$ cat config.mk
export PLATFORM = sky130hd
export DESIGN_NAME = axi_lite_master
export DESIGN_NICKNAME = d
export VERILOG_FILES = /design/src/rtl/axi_lite_master.sv
export SDC_FILE = /design/constraint.sdc
export NUM_CORES = 1
export LEC_CHECK = 0
export ABC_AREA = 1
export CAP_MARGIN = 0
export CORE_AREA = 2 2 151 153
export DETAILED_ROUTE_END_ITERATION = 10
export DIE_AREA = 0 0 153 155
export PLACE_DENSITY_LB_ADDON = 0.15
export SYNTH_ARGS = -nofsm -noshare
export SYNTH_HDL_FRONTEND = slang
export SYNTH_SLANG_ARGS = --single-unit
$ cat constraint.sdc
create_clock -name ACLK -period 11.5 [get_ports ACLK]
set_clock_uncertainty 0.15 [all_clocks]
set_input_delay 2.3 -clock ACLK [delete_from_list [all_inputs] [get_ports ACLK]]
set_output_delay 2.3 -clock ACLK [all_outputs]
set_load 0.01 [all_outputs]
$ cat src/rtl/axi_lite_master.sv
// rtl/axi_lite_master.sv - AXI4-Lite initiator for single-outstanding load/store requests
module axi_lite_master #(
  parameter int ADDR_W = 32,
  parameter int DATA_W = 64
) (
  input  logic                ACLK,
  input  logic                ARESET,

  input  logic                req_valid,
  output logic                req_ready,
  input  logic                req_wen,
  input  logic [ADDR_W-1:0]   req_addr,
  input  logic [DATA_W-1:0]   req_wdata,
  input  logic [DATA_W/8-1:0] req_wstrb,

  output logic                resp_valid,
  output logic [DATA_W-1:0]   resp_rdata,
  output logic                resp_err,

  output logic [ADDR_W-1:0]   M_AXI_AWADDR,
  output logic [2:0]          M_AXI_AWPROT,
  output logic                M_AXI_AWVALID,
  input  logic                M_AXI_AWREADY,

  output logic [DATA_W-1:0]   M_AXI_WDATA,
  output logic [DATA_W/8-1:0] M_AXI_WSTRB,
  output logic                M_AXI_WVALID,
  input  logic                M_AXI_WREADY,

  input  logic [1:0]          M_AXI_BRESP,
  input  logic                M_AXI_BVALID,
  output logic                M_AXI_BREADY,

  output logic [ADDR_W-1:0]   M_AXI_ARADDR,
  output logic [2:0]          M_AXI_ARPROT,
  output logic                M_AXI_ARVALID,
  input  logic                M_AXI_ARREADY,

  input  logic [DATA_W-1:0]   M_AXI_RDATA,
  input  logic [1:0]          M_AXI_RRESP,
  input  logic                M_AXI_RVALID,
  output logic                M_AXI_RREADY
);

  typedef enum logic [2:0] {
    IDLE    = 3'd0,
    RD_ADDR = 3'd1,
    RD_DATA = 3'd2,
    WR_REQ  = 3'd3,
    WR_RESP = 3'd4
  } state_t;

  state_t                state;

  // Request fields captured at acceptance; they feed the AXI channels unchanged
  logic [ADDR_W-1:0]     addr_q;
  logic [DATA_W-1:0]     wdata_q;
  logic [DATA_W/8-1:0]   wstrb_q;

  // Write address and write data complete independently of each other
  logic                  aw_done;
  logic                  w_done;
  logic                  aw_fin;
  logic                  w_fin;

  assign req_ready    = (state == IDLE);

  assign M_AXI_AWADDR = addr_q;
  assign M_AXI_ARADDR = addr_q;
  assign M_AXI_WDATA  = wdata_q;
  assign M_AXI_WSTRB  = wstrb_q;
  assign M_AXI_AWPROT = 3'b000;
  assign M_AXI_ARPROT = 3'b000;

  // A channel counts as finished if it already handshook or is handshaking this cycle
  assign aw_fin = aw_done | (M_AXI_AWVALID & M_AXI_AWREADY);
  assign w_fin  = w_done  | (M_AXI_WVALID  & M_AXI_WREADY);

  // Transaction sequencer with registered AXI handshake outputs and response
  always_ff @(posedge ACLK or posedge ARESET) begin
    if (ARESET) begin
      state         <= IDLE;
      addr_q        <= '0;
      wdata_q       <= '0;
      wstrb_q       <= '0;
      aw_done       <= 1'b0;
      w_done        <= 1'b0;
      M_AXI_AWVALID <= 1'b0;
      M_AXI_WVALID  <= 1'b0;
      M_AXI_BREADY  <= 1'b0;
      M_AXI_ARVALID <= 1'b0;
      M_AXI_RREADY  <= 1'b0;
      resp_valid    <= 1'b0;
      resp_rdata    <= '0;
      resp_err      <= 1'b0;
    end else begin
      resp_valid <= 1'b0;
      case (state)
        IDLE: begin
          if (req_valid) begin
            addr_q  <= req_addr;
            wdata_q <= req_wdata;
            wstrb_q <= req_wstrb;
            if (req_wen) begin
              M_AXI_AWVALID <= 1'b1;
              M_AXI_WVALID  <= 1'b1;
              aw_done       <= 1'b0;
              w_done        <= 1'b0;
              state         <= WR_REQ;
            end else begin
              M_AXI_ARVALID <= 1'b1;
              state         <= RD_ADDR;
            end
          end
        end

        RD_ADDR: begin
          if (M_AXI_ARVALID && M_AXI_ARREADY) begin
            M_AXI_ARVALID <= 1'b0;
            M_AXI_RREADY  <= 1'b1;
            state         <= RD_DATA;
          end
        end

        RD_DATA: begin
          if (M_AXI_RVALID && M_AXI_RREADY) begin
            M_AXI_RREADY <= 1'b0;
            resp_rdata   <= M_AXI_RDATA;
            resp_err     <= (M_AXI_RRESP != 2'b00);
            resp_valid   <= 1'b1;
            state        <= IDLE;
          end
        end

        WR_REQ: begin
          if (M_AXI_AWVALID && M_AXI_AWREADY) begin
            M_AXI_AWVALID <= 1'b0;
            aw_done       <= 1'b1;
          end
          if (M_AXI_WVALID && M_AXI_WREADY) begin
            M_AXI_WVALID <= 1'b0;
            w_done       <= 1'b1;
          end
          // Both channels done: flags are cleared here so the next write starts clean
          if (aw_fin && w_fin) begin
            aw_done      <= 1'b0;
            w_done       <= 1'b0;
            M_AXI_BREADY <= 1'b1;
            state        <= WR_RESP;
          end
        end

        WR_RESP: begin
          if (M_AXI_BVALID && M_AXI_BREADY) begin
            M_AXI_BREADY <= 1'b0;
            resp_err     <= (M_AXI_BRESP != 2'b00);
            resp_valid   <= 1'b1;
            state        <= IDLE;
          end
        end

        default: begin
          state <= IDLE;
        end
      endcase
    end
  end

endmodule

==> flow_metrics.env <==
export IMPL_status="complete, no violations"
export IMPL_insertion_delay_ns=0.42
export IMPL_synth_compound_area_share_pct=0.517
export IMPL_cts_sinks=180
export IMPL_io_pins=395
export IMPL_grt_pass1_wl_mm=34.6
export IMPL_vias=6401
export IMPL_drc=0
export IMPL_core_area_um2=22200
export IMPL_synth_ff_type="dfrtp_1"
export IMPL_synthCells=841
export IMPL_layout_drive_gt1_share_pct=3.67
export IMPL_fin_crit_sh_pct=38.2
export IMPL_yosysTopAreaCell="dfrtp_1"
export IMPL_setup_violations=0
export IMPL_ys_warnings_count=0
export IMPL_cts_resized=0
export IMPL_numCtsBuffers=17
export IMPL_grt_overflow_total=0
export IMPL_drt_iter0_markers=307
export IMPL_synth_top_area_share_pct=62.1
export IMPL_finalWirelength_mm=22.1
export IMPL_cts_buffer_depth=2
export IMPL_wire_per_inst_um=14.9
export IMPL_fmax_mhz=228
export IMPL_cts_hold_buf=0
export IMPL_dieHeight_um=155
export IMPL_synth_simple_area_share_pct=29.7
export IMPL_worstPathRequired_ns=9.05
export IMPL_cts_tree="built"
export IMPL_ys_types=20
export IMPL_relSlewSlack_pct=24.3
export IMPL_fin_ws_ns=7.11
export IMPL_die_area_um2=23700
export IMPL_grt_use_total_pct=18.5
export IMPL_critical_path_arrival_ns=1.94
export IMPL_ys_top_cells_by_area="dfrtp_1, nand2_1, buf_4"
export IMPL_synth_mux_area_share_pct=0
export IMPL_period_needed_ns=4.39
export IMPL_dpl_worst_slack_ns=7.01
export IMPL_dr_pass1_iters=4
export IMPL_end_kind="output pin"
export IMPL_synthTopCellsByCount="nand2_1, dfrtp_1, buf_4"
export IMPL_num_rows=55
export IMPL_synthAdderAreaFrac_pct=0
export IMPL_antenna_cells=0
export IMPL_seq_area_frac_synth_pct=62.1
export IMPL_synth_area_per_cell_um2=8.63
export IMPL_port_buffers=388
export IMPL_powerDensity_nw_per_um2=270
export IMPL_synth_area_um2=7260
export IMPL_grt_antenna_before_repair=0
export IMPL_gp_congestion=0.751
export IMPL_synth_xor_area_share_pct=0
export IMPL_dp_hpwl_mm=15.5
export IMPL_grt_max_degree=103
export IMPL_via_per_inst=4.32
export IMPL_start_util_pct=32.7
export IMPL_grt_pass1_vias=6302
export IMPL_nets=1366
export IMPL_yosysMostFrequentCell="nand2_1"
export IMPL_dieWidth_um=153
export IMPL_fin_setup_tns_ns=0
export IMPL_root_buffer="clkbuf_16"
export IMPL_rsz0062_at_grt="false"
export IMPL_postCtsSetupBuffers=0
export IMPL_synthArstFlopShare_pct=100
export IMPL_cp_max_fo=5
export IMPL_crit_type="register to output pin"
export IMPL_path_clk_slew_ns=0.06
export IMPL_slew_viol_final=0
export IMPL_ys_seq_elements=180
export IMPL_critical_path_startpoint_type="register"
export IMPL_nFillCells=2098
export IMPL_ant_nets=0
export IMPL_ir_drop_mv=0.114
export IMPL_synth_edf_count=0
export IMPL_areaGrowthSynthToFinish_pct=60.5
export IMPL_worstMarginPinSlew_ns=1.14
export IMPL_drv_cap=0
export IMPL_p_leak_nw=5.71
export IMPL_synth_top_family_by_area="simple AND/OR/NAND/NOR gates"
export IMPL_cts_max_level=4
export IMPL_min_path_type="register to register"
export IMPL_hold_violations=0
## worst max-delay path, cell delays in order, from the launching register on
cell and delay [ns]:
dfrtp_1 0.42, inv_1 0.20, nand2_1 0.11, nor2_1 0.21
clkdlybuf4s50_1 0.60
## per-layer routing
metal	share of wire, %	global-route usage, %
met2	49	30.5
met3	8.0	6.38
met5	0	0
met4	2.0	6.17
met1	41	22.8
## stage by stage
step                      util, %  cell area, um2  instances  total power [mW]  hold slack, ns
after floorplan                 -            7280        846              1.80           0.303
after global placement       49.9           11100       1451              2.60           0.311
after global routing         52.4           11600       1483              3.37           0.344
after detailed placement     49.9           11100       1451              2.62           0.314
after CTS                    52.4           11600       1483              3.20           0.331
final                        52.4           11600       1483              3.15           0.328
## final timing paths
path | start | endpoint | slack [ns] | cells after the start
max | state[2]$_DFFE_PP0P_ | req_ready | 7.11 | 4
min | resp_rdata[44]$_DFFE_PP0P_ | resp_rdata[44]$_DFFE_PP0P_ | 0.33 | 2
max reg2reg | state[1]$_DFFE_PP0P_ | M_AXI_WDATA[48]$_DFFE_PP0P_ | 9.16 | 6
min reg2reg | resp_rdata[44]$_DFFE_PP0P_ | resp_rdata[44]$_DFFE_PP0P_ | 0.33 | 2
max in group asynchronous | ARESET | state[1]$_DFFE_PP0P_ | 7.77 | 3
min in group asynchronous | ARESET | M_AXI_WDATA[38]$_DFFE_PP0P_ | 2.18 | 2
## layout make-up
class                   instances  area, um2  area share [%]
inverters                      16       66.3           0.569
repair buffers                394       3930            33.7
well taps                     285        357            3.06
clock buffers                  20        437            3.75
multi-input cells             576       2230            19.2
clock inverters                12        120            1.03
flip-flops and latches        180       4500            38.7
## cell usage in the layout, fill, tap and decap left out, types with 2 or more instances in the layout
cell type / count
buf_4: 6
clkbuf_1: 3
clkbuf_16: 17
clkdlybuf4s50_1: 388
clkinv_4: 2
clkinvlp_4: 5
conb_1: 6
dfrtp_1: 180
inv_1: 11
inv_2: 3
inv_6: 5
nand2_1: 539
nand3_1: 11
nand4_1: 2
nor2_1: 5
nor2_2: 2
o21ai_0: 5
## sequential cells by signal (all words and copies together) (netlist names)
signal         cells
w_done             1
resp_err           1
M_AXI_WDATA       64
M_AXI_WVALID       1
M_AXI_RREADY       1
resp_rdata        64
M_AXI_WSTRB        8
M_AXI_BREADY       1
M_AXI_ARADDR      32
aw_done            1
M_AXI_AWVALID      1
M_AXI_ARVALID      1
state              3
resp_valid         1
## logic make-up after synthesis
logic type | count (synthesis)
compound gates | 7
buf+inv | 90
simple gates | 563
other cells | 1
flops | 180
## power by group
part           switching [mW]  internal (mW)
combinational           0.691          0.787
sequential              0.182          0.929
clock                   0.256          0.302
(Power assumes the default switching activity.)
